[src/rtl/keypad_pkg.sv]
// Shared types and helpers for the keypad matrix scanner.
package keypad_pkg;

    typedef enum logic [1:0] {
        SCAN,
        DEB_PRESS,
        HELD,
        DEB_RELEASE
    } kp_state_t;

    // Linear key number from matrix position.
    function automatic int unsigned key_index(input int unsigned row, input int unsigned col,
                                              input int unsigned cols);
        return row * cols + col;
    endfunction

endpackage

[src/rtl/keypad_sync.sv]
// Two-flop synchronizer for asynchronous, active-low column inputs.
// Resets to all ones so no key appears pressed while reset is applied.
module keypad_sync #(
    parameter int unsigned WIDTH = 1
) (
    input  logic             int_osc,
    input  logic             reset,
    input  logic [WIDTH-1:0] d,
    output logic [WIDTH-1:0] q
);

    logic [WIDTH-1:0] meta_q;
    logic [WIDTH-1:0] sync_q;

    // Two-stage metastability filter.
    always_ff @(posedge int_osc or posedge reset) begin
        if (reset) begin
            meta_q <= '1;
            sync_q <= '1;
        end else begin
            meta_q <= d;
            sync_q <= meta_q;
        end
    end

    assign q = sync_q;

endmodule

[src/rtl/keypad_matrix_scanner.sv]
// Keypad matrix scanner: row drive, column sampling, press/release debounce,
// two-deep key history and optional auto-repeat.
module keypad_matrix_scanner
    import keypad_pkg::*;
#(
    parameter int unsigned ROWS          = 4,
    parameter int unsigned COLS          = 3,
    parameter int unsigned SCAN_DIV      = 4096,
    parameter int unsigned DEBOUNCE_CYC  = 65536,
    parameter int unsigned REPEAT_EN     = 0,
    parameter int unsigned REPEAT_DELAY  = 2**22,
    parameter int unsigned REPEAT_PERIOD = 2**20,
    localparam int unsigned KEY_W        = $clog2(ROWS * COLS)
) (
    input  logic             int_osc,
    input  logic             reset,
    input  logic [COLS-1:0]  col_n,
    output logic [ROWS-1:0]  row_n,
    output logic             key_valid,
    output logic             key_repeat,
    output logic [KEY_W-1:0] key_code,
    output logic [KEY_W-1:0] key_prev,
    output logic             key_held
);

    localparam int unsigned ROW_W   = $clog2(ROWS);
    localparam int unsigned COL_W   = $clog2(COLS);
    localparam int unsigned DW      = $clog2(SCAN_DIV);
    localparam int unsigned DBW     = (DEBOUNCE_CYC > 2) ? $clog2(DEBOUNCE_CYC) : 1;
    localparam int unsigned RPT_MAX = (REPEAT_DELAY > REPEAT_PERIOD) ? REPEAT_DELAY
                                                                     : REPEAT_PERIOD;
    localparam int unsigned RPW     = (RPT_MAX > 2) ? $clog2(RPT_MAX) : 1;

    localparam logic [DW-1:0]  DWELL_MAX = DW'(SCAN_DIV - 1);
    localparam logic [DBW-1:0] DB_MAX    = DBW'(DEBOUNCE_CYC - 1);

    logic [COLS-1:0]  cs_n;
    kp_state_t        state_q, state_d;
    logic [DW-1:0]    dwell_q, dwell_d;
    logic [DBW-1:0]   db_q, db_d;
    logic [RPW-1:0]   rpt_q, rpt_d;
    logic             rpt_first_q, rpt_first_d;
    logic [ROW_W-1:0] row_idx_q, row_idx_d;
    logic [ROWS-1:0]  row_n_q, row_n_d;
    logic [COL_W-1:0] col_q, col_d;
    logic [KEY_W-1:0] key_code_q, key_code_d;
    logic [KEY_W-1:0] key_prev_q, key_prev_d;
    logic             key_held_q, key_held_d;
    logic             key_valid_q, key_valid_d;
    logic             key_repeat_q, key_repeat_d;

    logic             any_press;
    logic             all_high;
    logic [COL_W-1:0] press_col;
    logic [ROW_W-1:0] row_next;
    logic [RPW-1:0]   rpt_limit;

    keypad_sync #(
        .WIDTH(COLS)
    ) u_sync (
        .int_osc(int_osc),
        .reset  (reset),
        .d      (col_n),
        .q      (cs_n)
    );

    assign any_press = ~&cs_n;
    assign all_high  = &cs_n;
    assign row_next  = (row_idx_q == ROW_W'(ROWS - 1)) ? '0 : row_idx_q + ROW_W'(1);
    // First repeat waits the long delay, later ones use the shorter period.
    assign rpt_limit = rpt_first_q ? RPW'(REPEAT_PERIOD - 1) : RPW'(REPEAT_DELAY - 1);

    // Lowest-numbered low column wins when several are pressed on one row.
    always_comb begin
        press_col = '0;
        for (int i = int'(COLS) - 1; i >= 0; i--) begin
            if (!cs_n[i]) begin
                press_col = COL_W'(i);
            end
        end
    end

    // Scan/debounce/hold FSM next-state and registered-output logic.
    always_comb begin
        state_d      = state_q;
        dwell_d      = dwell_q;
        db_d         = db_q;
        rpt_d        = rpt_q;
        rpt_first_d  = rpt_first_q;
        row_idx_d    = row_idx_q;
        col_d        = col_q;
        key_code_d   = key_code_q;
        key_prev_d   = key_prev_q;
        key_held_d   = key_held_q;
        key_valid_d  = 1'b0;
        key_repeat_d = 1'b0;

        unique case (state_q)
            SCAN: begin
                if (dwell_q == DWELL_MAX) begin
                    dwell_d = '0;
                    if (any_press) begin
                        col_d   = press_col;
                        db_d    = '0;
                        state_d = DEB_PRESS;
                    end else begin
                        row_idx_d = row_next;
                    end
                end else begin
                    dwell_d = dwell_q + DW'(1);
                end
            end
            DEB_PRESS: begin
                if (!cs_n[col_q]) begin
                    if (db_q == DB_MAX) begin
                        key_valid_d = 1'b1;
                        key_prev_d  = key_code_q;
                        key_code_d  = KEY_W'(key_index(32'(row_idx_q), 32'(col_q), COLS));
                        key_held_d  = 1'b1;
                        db_d        = '0;
                        rpt_d       = '0;
                        rpt_first_d = 1'b0;
                        state_d     = HELD;
                    end else begin
                        db_d = db_q + DBW'(1);
                    end
                end else begin
                    db_d      = '0;
                    dwell_d   = '0;
                    row_idx_d = row_next;
                    state_d   = SCAN;
                end
            end
            HELD: begin
                if (all_high) begin
                    // This cycle is already the first stable-high one.
                    db_d    = DBW'(1);
                    state_d = DEB_RELEASE;
                end else if (REPEAT_EN != 0) begin
                    if (rpt_q == rpt_limit) begin
                        // Hold off one cycle if a pulse just went out.
                        if (!key_valid_q) begin
                            key_valid_d  = 1'b1;
                            key_repeat_d = 1'b1;
                            rpt_d        = '0;
                            rpt_first_d  = 1'b1;
                        end
                    end else begin
                        rpt_d = rpt_q + RPW'(1);
                    end
                end
            end
            DEB_RELEASE: begin
                if (all_high) begin
                    if (db_q == DB_MAX) begin
                        key_held_d = 1'b0;
                        db_d       = '0;
                        dwell_d    = '0;
                        row_idx_d  = row_next;
                        state_d    = SCAN;
                    end else begin
                        db_d = db_q + DBW'(1);
                    end
                end else begin
                    // Bounce: back to HELD, repeat timer keeps its position.
                    db_d    = '0;
                    state_d = HELD;
                end
            end
            default: begin
                state_d = SCAN;
            end
        endcase

        row_n_d = ~(ROWS'(1) << row_idx_d);
    end

    // State, counters, row drive and key history registers.
    always_ff @(posedge int_osc or posedge reset) begin
        if (reset) begin
            state_q      <= SCAN;
            dwell_q      <= '0;
            db_q         <= '0;
            rpt_q        <= '0;
            rpt_first_q  <= 1'b0;
            row_idx_q    <= '0;
            row_n_q      <= ~ROWS'(1);
            col_q        <= '0;
            key_code_q   <= '0;
            key_prev_q   <= '0;
            key_held_q   <= 1'b0;
            key_valid_q  <= 1'b0;
            key_repeat_q <= 1'b0;
        end else begin
            state_q      <= state_d;
            dwell_q      <= dwell_d;
            db_q         <= db_d;
            rpt_q        <= rpt_d;
            rpt_first_q  <= rpt_first_d;
            row_idx_q    <= row_idx_d;
            row_n_q      <= row_n_d;
            col_q        <= col_d;
            key_code_q   <= key_code_d;
            key_prev_q   <= key_prev_d;
            key_held_q   <= key_held_d;
            key_valid_q  <= key_valid_d;
            key_repeat_q <= key_repeat_d;
        end
    end

    assign row_n      = row_n_q;
    assign key_valid  = key_valid_q;
    assign key_repeat = key_repeat_q;
    assign key_code   = key_code_q;
    assign key_prev   = key_prev_q;
    assign key_held   = key_held_q;

endmodule
[config.mk]
export PLATFORM = sky130hd
export DESIGN_NAME = keypad_matrix_scanner
export DESIGN_NICKNAME = d
export VERILOG_FILES = /design/src/rtl/keypad_pkg.sv /design/src/rtl/keypad_sync.sv /design/src/rtl/keypad_matrix_scanner.sv
export SDC_FILE = /design/constraint.sdc
export NUM_CORES = 1
export LEC_CHECK = 0
export ABC_AREA = 0
export CAP_MARGIN = 15
export CORE_ASPECT_RATIO = 0.75
export CORE_MARGIN = 2
export CORE_UTILIZATION = 35
export DETAILED_ROUTE_END_ITERATION = 6
export GPL_ROUTABILITY_DRIVEN = 0
export PLACE_DENSITY_LB_ADDON = 0.15
export RECOVER_POWER = 50
export SETUP_SLACK_MARGIN = 0.2
export SLEW_MARGIN = 20
export SYNTH_ARGS = -nofsm -noshare
export SYNTH_HDL_FRONTEND = slang
export SYNTH_SLANG_ARGS = --single-unit
[constraint.sdc]
create_clock -name int_osc -period 3.4 [get_ports int_osc]
set_input_delay 0.34 -clock int_osc [delete_from_list [all_inputs] [get_ports int_osc]]
set_output_delay 0.34 -clock int_osc [all_outputs]
set_load 0.01 [all_outputs]
* Word-level counts from Yosys, hierarchy flattened
Index checks and enable logic that the tools add are counted.
Word-level totals: bits in registers 54
Cells by class: reductions and logical operators 10, shifts and indexed selects 1, $lt $le $gt $ge 1, add/sub/neg operators 4, eq/ne operators 16, multipliers 1, bitwise logic cells 3, multiplexer cells 40
Operators by type and width (count):
- $mux W16 | 6
- $pmux W16 S4 | 1
- $mux W12 | 4
- $pmux W12 S3 | 1
- $mux W2 | 16
- $add A16 B1 Y16 const B | 1
- $eq A16 B16 Y1 const B | 1
- $ne A2 B2 Y1 const B | 8
- $add A12 B1 Y12 const B | 1
- $eq A12 B12 Y1 const B | 1
- $reduce_and A3 Y1 | 4
- $reduce_and A5 Y1 | 2
- $mux W1 | 8
- $pmux W2 S4 | 1
- $eq A2 B2 Y1 const B | 3
- $ne A3 B3 Y1 const B | 2
- $pmux W2 S3 | 1
- $add A4 B2 Y4 | 1
- $mul A2 B2 Y4 const B | 1
- $not A4 Y4 | 1
- $reduce_and A4 Y1 | 1
- $shl A1 B2 Y4 const A | 1
- $lt A2 B3 Y1 const B | 1
- $reduce_bool A3 Y1 | 1
- 7 further kinds | 8

* Longest topological paths before layout
Gate-level depths: netlist of the first run.
word-level depth 7, mapped depth 7, gate-level depth less buffers 6

* Cells and area by module
Synthesis of the first run repeated with hierarchy kept, for this count alone.
Unflattened totals: cells, all modules 300, area total of the unflattened synthesis 2979.1 µm²
Modules (own cells, without submodules):
- keypad_matrix_scanner | instances 1, area an instance 2817.7 µm², cells an instance 293
- keypad_sync | instances 1, area an instance 161.4 µm², cells an instance 7

* Least setup slack after synthesis of the first run
No wires, ideal clock.
kind register to register, start register db_q[0], end register db_q[15], arrival time 1910 ps, required time 3279 ps, period minus slack after synthesis 2031 ps, slack 1369 ps, setup time 121 ps, stages on the path, launching flop included 7, cell sequence dfrtp_1 > ha_1 > nand3_2 > o41ai_1 > a21oi_1 > clkbuf_1 > a22o_1
On the way: word-level cells in the longest chain between the ends 4, elaborated cells between the ends (all ways) 6
RTL lines:
- start: declaration | line keypad_matrix_scanner.sv:40 | logic [DBW-1:0] db_q, db_d;
- start signal: assignment | line keypad_matrix_scanner.sv:183 | db_q <= '0;
- start signal: assignment | line keypad_matrix_scanner.sv:197 | db_q <= db_d;
- $add A16 B1 Y16 or $eq A16 B16 Y1 (tied branches)
- $mux W16 * | line keypad_matrix_scanner.sv:115, keypad_matrix_scanner.sv:155
- $mux W16, on equally long branches | line keypad_matrix_scanner.sv:154, keypad_matrix_scanner.sv:114
- $pmux W16 S4 * | line keypad_matrix_scanner.sv:98 | unique case (state_q)
Mark *: on every way between the ends. The rest lies on a longest branch, timed or not. A chain may end at the register's enable or synchronous reset.

* Final worst setup path of the first run
start register db_q[0], end register dwell_q[10]
On the way: word-level cells in the longest chain between the ends 3
RTL lines:
- $eq A16 B16 Y1 | line keypad_matrix_scanner.sv:155 | if (db_q == DB_MAX) begin
- $ne A2 B2 Y1 (no line)
- $reduce_and A4 Y1 (no line)
- end signal: assignment | line keypad_matrix_scanner.sv:196 | dwell_q <= dwell_d;
- end: declaration | line keypad_matrix_scanner.sv:39 | logic [DW-1:0] dwell_q, dwell_d;
Every way passes these cells.

==> results.toml, run 1 <==
[logic_synthesis]
synth_fp_nets = 300
netlist_area_um2 = 2815
syn_inst = 288
avgSynthCellArea_um2 = 9.775
synth_compound_area_frac = 0.2040
synth-async-reset-ratio = 1.000
synth.distinct_cells = 53
yosys_warnings = 0
synth_edf_count = 0
synthMuxAreaShare = 0.04178
yosysTopAreaCellShare = 0.4000
synth_seq_cells = 54
synth_top_family_by_area = "compound AO/OA/AOI/OAI gates"
yosys.area_share.simple = 0.1947
ys.flop_type = "dfrtp_1"
synth_seq_area_share = 0.4840
synth_top_area_cell = "dfrtp_1"
synth_adder_area_share = 0.03644
synthTopCellsByArea = "dfrtp_1 (40%), dfstp_2 (8.4%), o21ai_0 (4.3%)"
synth-xor-area-share = 0.003111

[power]
power_density_nw_per_um2 = 349.3
leakagePower_nw = 1.321
ir_drop_uv = 162.9
finalPower_mw = 1.119

[global_route]
grt_overflow = 0
grt_pass1_wl_um = 10670
groute.usage.overall = 0.1515
grt_max_degree = 55
grt_pass1_vias = 2133
antenna_found_initial = 0

[clock_tree]
clock-sinks = 54
clock_latency_ns = 0.31
post_cts_buffers = 0
h-tree-depth = 2
cts_buffer_depth = 2
cts_tree = "yes"
cts-root-buf = "clkbuf_8"
cts_buffers = 5
post_cts_resized = 0
cts_hold_buf = 0
path_clk_slew_ns = 0.11

[final_layout]
fill_cells = 815
area_growth_pct = 13.78
diodes = 0
design_area_um2 = 3203
multi_input_area_um2 = 1355
seqCellArea_um2 = 1363
drive_gt1_frac = 0.1115
fin_nets = 316

[sta]
setup_viol = 0
fin_crit_sh = 0.7310
fmax_mhz = 402.4
period_needed_ns = 2.485
hold_violations = 0
relSlewSlack = 0.09223
worst_pin_slew_ns = 1.362
fin_ws_ns = 0.9148
report.final.slew_viol_count = 0
skew_ns = 0.009939
fin_tns_setup_ns = 0
rsz0062_at_grt = "no"

[worst_setup_path]
path_max_fanout = 15
r2r_slack_ns = 0.91
crit_type = "flip-flop to flip-flop"
r2r_cells = 6
cp.required_ns = 3.64
rr_startpoint = "db_q[0]$_DFFE_PP0P_"
end_kind = "flip-flop"
worst_setup_path_start_kind = "flip-flop"
reg2reg_to = "dwell_q[10]$_DFFE_PP0P_"
cp.arrival_ns = 2.73

[floorplanning]
core_um2 = 7848
num_rows = 28
fp.dieW_um = 107.6
num_io_pins = 20
initial_core_util = 0.3587
die_area_um2 = 8784
die_h_um = 81.67

[detailed_routing]
drc = 0
wl_met3_um = 176
wl_met2_um = 2374
met1_length_um = 3377
routed_wl_um = 5952
antenna_left = 0
wire_per_inst_um = 14.52
drt_first_pass_iters = 4
vias = 2225
dr.max_layer_used = "met4"
viasPerCell = 5.427
drtIter0Drc = 135

[place]
dp_hpwl_um = 4110
port_buffers = 18
place_area_um2 = 3093
dp_slack_ns = 0.9504

[run]
drv_cap = 0

[hold_path]
holdPathStages = 0
hold_class = "flip-flop to flip-flop"
hp-start = "u_sync.meta_q[2]$_DFF_PP1_"
worstHoldEndpoint = "u_sync.q[2]$_DFF_PP1_"

[status]
status = "finished clean"
routing by layer:
layer  global-route usage  vias up
met4              0.03462        0
li1                     -     1107
met1               0.2379     1079
met3              0.02857        2
met2               0.2126       37
met5                    0        -
where the power goes:
part	switching (mW)	total, mW	internal [mW]
registers	0.00259	0.651	0.649
clock network	0.223	0.444	0.221
logic	0.0180	0.0232	0.00521
worst max path at each step:
stage	from	end	slack (ns)	cells past startpoint
3_5_place_dp	db_q[0]$_DFFE_PP0P_	dwell_q[10]$_DFFE_PP0P_	0.95	6
5_1_grt	db_q[0]$_DFFE_PP0P_	dwell_q[10]$_DFFE_PP0P_	0.68	6
3_3_place_gp	db_q[0]$_DFFE_PP0P_	dwell_q[10]$_DFFE_PP0P_	0.98	6
4_1_cts	db_q[0]$_DFFE_PP0P_	dwell_q[10]$_DFFE_PP0P_	0.90	6
6_report	db_q[0]$_DFFE_PP0P_	dwell_q[10]$_DFFE_PP0P_	0.91	6
2_1_floorplan	db_q[0]$_DFFE_PP0P_	db_q[15]$_DFFE_PP0P_	1.37	6
layout by cell type, fill, tap and decap left out, types with 3 or more instances in the layout:
cell type        instances
nand3_1                 15
a21oi_1                 17
a22o_1                   5
a31oi_1                 10
nand4_1                 10
o21a_1                   3
nor3_1                   4
dlygate4sd3_1            5
nand2b_1                 3
ha_1                     5
inv_1                   11
mux2_2                   6
clkdlybuf4s50_1         13
o211ai_1                 3
nor4_1                   7
o21ai_0                 24
o31ai_1                  9
clkbuf_8                 5
dfstp_2                  9
and3_1                   3
or4_1                    3
dfrtp_1                 45
nor2_1                  19
mux2i_1                  5
nand2_1                 27
cell type report:
type	instances	area share
Tap cell	105	0.04102
Clock inverter	3	0.01367
Inverter	13	0.01523
Multi-Input combinational cell	210	0.4230
Timing Repair Buffer	20	0.06016
Clock buffer	5	0.02148
Sequential cell	54	0.4254
critical path: stages (launching register included):
cell and delay, ns:
dfrtp_1 0.44, ha_1 0.28, nand3_2 0.19, nor4_4 0.44, a31oi_2 0.33, or4_1 0.59
a21oi_1 0.15
cell families (layout without fill, tap and decap cells):
group	count (synthesis)	in the layout
compound gates	88	88
xor+xnor	1	1
fa+ha+maj	7	7
buf+inv	24	41
flops	54	54
mux	11	11
other cells	1	1
simple gates	102	102
sequential cells by signal (all words and copies together), names as in the netlist:
register	cells
col_q	2
db_q	16
dwell_q	12
key_code	4
key_held	1
key_prev	4
key_valid	1
row_idx_q	2
row_n	4
state_q	2
u_sync.meta_q	3
u_sync.q	3
stage by stage:
stage,std cells,hold slack [ns],utilization
finish,410,0.3517,0.4082
global route,410,0.3610,0.4082
CTS,410,0.3536,0.4085
detailed placement,402,0.3472,0.3941
global placement,402,0.3455,0.3941
floorplan,288,0.3445,-
cells in the mapped netlist, types with 2 or more instances:
library cell / instances
dfrtp_1: 45
nand2_1: 27
o21ai_0: 24
nor2_1: 19
a21oi_1: 17
nand3_1: 15
inv_1: 12
a31oi_1: 10
nand4_1: 10
dfstp_2: 9
o31ai_1: 9
clkbuf_1: 7
nor4_1: 7
mux2_2: 6
a22o_1: 5
ha_1: 5
mux2i_1: 5
nor3_1: 4
and3_1: 3
buf_2: 3
nand2b_1: 3
o211ai_1: 3
o21a_1: 3
or4_1: 3
a211oi_1: 2
fa_1: 2
o22a_1: 2
o41ai_1: 2
or2_2: 2
(Power assumes the default switching activity.)
==> run 2, diff against run 1 <==
==> constraint.sdc (replaced) <==
create_clock -name int_osc -period 2 [get_ports int_osc]
set_input_delay 0.2 -clock int_osc [delete_from_list [all_inputs] [get_ports int_osc]]
set_output_delay 0.2 -clock int_osc [all_outputs]
set_load 0.01 [all_outputs]
==> run 2 against run 1 <==
Combinational power rose to 2.5 times the previous value. Cell area up 29%. Clock skew up 0.0069 ns. Maximum frequency up 26%. Critical path depth down 1. First-iteration DRC count down 7.4%. Die area unchanged. Sequential share of layout area down 9.5 points. Sequential power up 71%. Utilization up 12 points.
==> results.toml, run 2 (synthesis gave the netlist of run 1 again) <==
[final_layout]
top_regs = "db_q: 16 flops, dwell_q: 12 flops"
drive_gt1_frac = 0.3908
largest-register = "db_q"
largest_register_ffs = 16
fin_cells = 476
layout_commonest_cell = "buf_4"
layout_common_cells = "buf_4 (54), dfrtp_1 (43), nand2_1 (24), nor2_1 (16)"
area_growth_pct = 46.62
fin_nets = 382
diodes = 0

[floorplanning]
die_area_um2 = 8784
num_rows = 28
initial_core_util = 0.3587
core_um2 = 7848
num_io_pins = 20
fp.dieW_um = 107.6
die_h_um = 81.67

[power]
seqPwrFrac = 0.569
power_density_nw_per_um2 = 470.7
clkPwrFrac = 0.401
ir_drop_uv = 360.2
p_comb_frac = 0.030
p_sw_frac = 0.2118
power.internal_mw = 1.531
leakagePower_nw = 1.753
p_switching_mw = 0.4116

[worst_setup_path]
cp.arrival_ns = 2.22
cp_num_buf_inv = 0
slowest_delay_ns = 0.60
path_max_fanout = 28
end_kind = "flip-flop"
slowest_stage = "a21oi_4"
worst_setup_path_start_kind = "flip-flop"
path_delay_family = "compound AO/OA/AOI/OAI gates"
path_cells = "and3_1 > nand2_1 > a21oi_4 > nand2_1 > a31oi_4"
cp.required_ns = 2.25
crit_type = "flip-flop to flip-flop"
cp_common_cell = "nand2_1"

[sta]
skew_ns = 0.01683
worst_pin_slew_ns = 0.7813
hold_violations = 0
fin_crit_sh = 0.9860
hold_ws_ns = 0.3064
fmax_mhz = 507.1
period_needed_ns = 1.972
setup_viol = 0
report.final.slew_viol_count = 0
relSlewSlack = 0.4792
rsz0062_at_grt = "yes"

[detailed_routing]
drt_first_pass_iters = 4
viasPerCell = 5.313
wire_per_inst_um = 15.16
vias = 2529
routed_wl_um = 7218
drtIter0Drc = 125
antenna_left = 0
drc = 0

[clock_tree]
cts_buffers = 5
clock-sinks = 54
clock_latency_ns = 0.32
h-tree-depth = 2
path_clk_slew_ns = 0.11
cts_buffer_depth = 2
cts_tree = "yes"
cts-root-buf = "clkbuf_8"

[global_route]
grt_pass1_wl_um = 11630
groute.usage.overall = 0.1675
grt_max_degree = 30
grt_overflow = 0
grt_pass1_vias = 2360
antenna_found_initial = 0

[status]
status = "finished clean"

[run]
drv_cap = 0

[place]
place_inst = 457
dp_hpwl_um = 4950
port_buffers = 18

[hold_path]
hold_class = "primary input to asynchronous set/reset pin"
## run 2: cell types whose count changed in the layout (fill, tap and decap cells not counted), sizes merged
cell           before  now
clkdlybuf4s50      13   14
buf                 1   65
clkbuf              6   10
dlygate4sd3         5    4
clkinv              3    1
## run 2: metrics by stage
stage	power (mW)	setup TNS, ns	utilization	cell area, um^2	worst slack (ns)
floorplan	1.153	0	-	2861	0.1310
global placement	1.184	-0.9072	0.4520	3547	-0.1397
detailed placement	1.184	-1.563	0.4520	3547	-0.1949
CTS	1.968	0	0.4868	3820	0.01523
global route	2.016	-1.084	0.5260	4128	-0.1076
finish	1.943	0	0.5260	4128	0.02794
## run 2: cell type report
type | count | area [um^2]
Fill cell | 691 | 3720
Multi-Input combinational cell | 210 | 1702
Sequential cell | 54 | 1365
Inverter | 13 | 48.80
Clock inverter | 1 | 30.03
Clock buffer | 7 | 86.33
Timing Repair Buffer | 86 | 764.5
Tap cell | 105 | 131.4
## run 2: worst paths after layout
check | start | to | slack [ns] | cells after the start
worst min register to register | u_sync.meta_q[1]$_DFF_PP1_ | u_sync.q[1]$_DFF_PP1_ | 0.36 | 0
worst max register to register | u_sync.q[2]$_DFF_PP1_ | db_q[11]$_DFFE_PP0P_ | 0.03 | 5
max in group asynchronous | reset | col_q[1]$_DFFE_PP0P_ | 0.52 | 3
min in group int_osc | u_sync.meta_q[1]$_DFF_PP1_ | u_sync.q[1]$_DFF_PP1_ | 0.36 | 0
worst max-delay path | u_sync.q[2]$_DFF_PP1_ | db_q[11]$_DFFE_PP0P_ | 0.03 | 5
worst min-delay path | reset | db_q[14]$_DFFE_PP0P_ | 0.31 | 2
## run 2: per-layer routing
layer	routed length, um	vias up	global-route usage
met1	3725	1221	0.2532
li1	-	1243	-
met5	0	-	0
met3	335	8	0.03254
met4	72	0	0.05128
met2	3085	57	0.2403
## run 2: power groups by stage
| stage | registers, mW | clock network [mW] | logic, mW |
|---|---|---|---|
| global placement | 1.13 | 0 | 0.0579 |
| global route | 1.11 | 0.842 | 0.0664 |
| finish | 1.11 | 0.778 | 0.0586 |
| detailed placement | 1.13 | 0 | 0.0578 |
| floorplan | 1.13 | 0 | 0.0268 |
| CTS | 1.11 | 0.799 | 0.0627 |
## run 2: repair_timing
item	in CTS	in global routing
setup buffers	6	3
gates cloned	0	2
pin swaps	16	25
setup endpoints to repair	42	45
resized for setup	23	65
hold buffers	0	0
==> run 3, diff against run 2 <==
--- a/config.mk
+++ b/config.mk
@@ -5,11 +5,11 @@
 export SDC_FILE = /design/constraint.sdc
 export NUM_CORES = 1
 export LEC_CHECK = 0
-export ABC_AREA = 0
+export ABC_AREA = 1
 export CAP_MARGIN = 15
 export CORE_ASPECT_RATIO = 0.75
-export CORE_MARGIN = 2
-export CORE_UTILIZATION = 35
+export CORE_MARGIN = 3
+export CORE_UTILIZATION = 33
 export DETAILED_ROUTE_END_ITERATION = 6
 export GPL_ROUTABILITY_DRIVEN = 0
 export PLACE_DENSITY_LB_ADDON = 0.15
==> run 3 against run 2 <==
Worst hold slack better by 0.049 ns. Non-clock buffer count shrank 38. Critical endpoint is now key_code[2]$_DFFE_PP0P_. Critical path type unchanged. Largest cell class unchanged. Clock power increased by 10%. Clock skew down 0.0068 ns. Global-route usage down 2.5 points. Cell count increased by 18%. Die area grew 21%.
==> results.toml, run 3 <==
[detailed_routing]
vias = 2682
drt_first_pass_iters = 4
drtIter0Drc = 198
routed_wl_um = 7416
wire_per_inst_um = 13.15
viasPerCell = 4.755
drc = 0
antenna_left = 0

[worst_setup_path]
cp.required_ns = 2.18
crit_type = "flip-flop to flip-flop"
slowest_delay_ns = 0.55
path_cells = "fa_1 > ha_1 > inv_1 > fa_1 > o21ai_1"
slowest_stage = "fa_1"
cp_num_buf_inv = 1
end_kind = "flip-flop"
cp.arrival_ns = 1.96
path_max_fanout = 2
worst_setup_path_start_kind = "flip-flop"
path_delay_family = "adder cells"
cp_common_cell = "fa_1"
r2r_slack_ns = 0.22

[sta]
period_needed_ns = 1.777
setup_viol = 0
fin_crit_sh = 0.8886
hold_violations = 0
fin_tns_setup_ns = 0
skew_ns = 0.009986
hold_ws_ns = 0.3554
worst_pin_slew_ns = 0.9198
fmax_mhz = 562.7
rsz0062_at_grt = "yes"
report.final.slew_viol_count = 0
relSlewSlack = 0.3861

[logic_synthesis]
synth_seq_cells = 54
synthTopCellsByArea = "dfrtp_1 (36%), nand2_1 (13%), nand3_1 (8.2%)"
yosysMostFrequentCell = "nand2_1"
synth_top_area_cell = "dfrtp_1"
synth-async-reset-ratio = 1.000
netlist_area_um2 = 3103
synth-xor-area-share = 0.01694
synth_fp_nets = 404
synth_adder_area_share = 0.03306
ys.flop_type = "dfrtp_1"
synth.distinct_cells = 34
avgSynthCellArea_um2 = 7.916
synth_top_family_by_area = "simple AND/OR/NAND/NOR gates"
synth_seq_area_share = 0.4391
synth_edf_count = 0
synth_compound_area_frac = 0.07258
synthMuxAreaShare = 0
yosys.area_share.simple = 0.3714
syn_inst = 392
yosysTopAreaCellShare = 0.3629
synthTopCellsByCount = "nand2_1 (111), nand3_1 (51), dfrtp_1 (45), inv_1 (38), nor2_1 (34)"
yosys_warnings = 0

[global_route]
grt_max_degree = 28
grt_pass1_vias = 2479
grt_pass1_wl_um = 12340
groute.usage.overall = 0.1426
antenna_found_initial = 0
grt_overflow = 0

[clock_tree]
cts_hold_buf = 0
cts-root-buf = "clkbuf_16"
path_clk_slew_ns = 0.07
cts_buffer_depth = 2
clock-sinks = 54
cts_buffers = 5
h-tree-depth = 2
clock_latency_ns = 0.29
cts_tree = "yes"

[final_layout]
diodes = 0
seqCellArea_um2 = 1366
layout_commonest_cell = "nand2_1"
fin_cells = 564
largest-register = "db_q"
drive_gt1_frac = 0.1818
fin_nets = 451
top_regs = "db_q: 16 flops, dwell_q: 12 flops"
layout_common_cells = "nand2_1 (109), nand3_1 (48), dfrtp_1 (42), inv_1 (37), nor2_1 (34)"
largest_register_ffs = 16
area_growth_pct = 23.95
fill_cells = 897
multi_input_area_um2 = 1587

[floorplanning]
die_area_um2 = 10610
initial_core_util = 0.3534
num_io_pins = 20
core_um2 = 8781
fp.dieW_um = 118.0
num_rows = 29
die_h_um = 89.98

[place]
place_inst = 542
dp_hpwl_um = 5415
port_buffers = 18

[power]
ir_drop_uv = 427.1
leakagePower_nw = 1.802
finalPower_mw = 2.015
power_density_nw_per_um2 = 524.0

[status]
status = "finished clean"

[hold_path]
hold_class = "flip-flop to flip-flop"

[run]
drv_cap = 0
run 3: stage by stage:
| step | setup WS [ns] | util | cell area, um^2 |
|---|---|---|---|
| after floorplan | 0.2181 | - | 3103 |
| after global placement | 0.1766 | 0.4021 | 3531 |
| after detailed placement | 0.1422 | 0.4021 | 3531 |
| after CTS | 0.2145 | 0.4228 | 3712 |
| after global routing | 0.1492 | 0.4380 | 3846 |
| final | 0.2228 | 0.4380 | 3846 |
run 3: repair_timing:
| action | in CTS | in global routing |
|---|---|---|
| endpoints found under the setup margin | 23 | 42 |
| resized for setup | 5 | 10 |
| cloned | 0 | 1 |
| pin swaps | 2 | 6 |
| buffers inserted | 3 | 10 |
run 3: kinds of logic after synthesis:
logic type / after synthesis
AOI/OAI and AO/OA: 35
buffers and inverters: 48
DFF: 54
other: 1
and+or+nand+nor: 241
xor gates and xnor gates: 6
adders and majority gates: 7
run 3: final timing paths:
kind                                                 start                 endpoint  cells past startpoint
worst max-delay path                  col_q[1]$_DFFE_PP0P_  key_code[2]$_DFFE_PP0P_                      5
worst min-delay path            u_sync.meta_q[2]$_DFF_PP1_    u_sync.q[2]$_DFF_PP1_                      0
min in group asynchronous                            reset   dwell_q[2]$_DFFE_PP0P_                      2
max in group asynchronous                            reset    u_sync.q[0]$_DFF_PP1_                      3
worst max register to register        col_q[1]$_DFFE_PP0P_  key_code[2]$_DFFE_PP0P_                      5
worst min register to register  u_sync.meta_q[2]$_DFF_PP1_    u_sync.q[2]$_DFF_PP1_                      0
run 3: worst reg2reg max path: stages (launching register included):
cell,delay [ns]
dfrtp_1,0.41
fa_1,0.55
ha_1,0.14
inv_1,0.04
fa_1,0.47
o21ai_1,0.06
run 3: per-layer routing:
layer,wire (um),track usage,part of all wire
met5,0,0,0
met4,38,0.03220,0.0051
met3,469,0.03513,0.063
met2,2795,0.1899,0.38
met1,4112,0.2277,0.55
run 3: layout make-up:
cell class | count | area share
Clock buffer | 6 | 0.03351
Timing Repair Buffer | 48 | 0.1155
Clock inverter | 2 | 0.003578
Tap cell | 124 | 0.04034
Inverter | 40 | 0.03936
Sequential cell | 54 | 0.3552
Multi-Input combinational cell | 290 | 0.4125
run 3: power breakdown:
group | switching [mW] | total [mW] | internal [mW]
registers | 0.00301 | 1.11 | 1.10
clock network | 0.393 | 0.858 | 0.465
logic | 0.0368 | 0.0516 | 0.0148
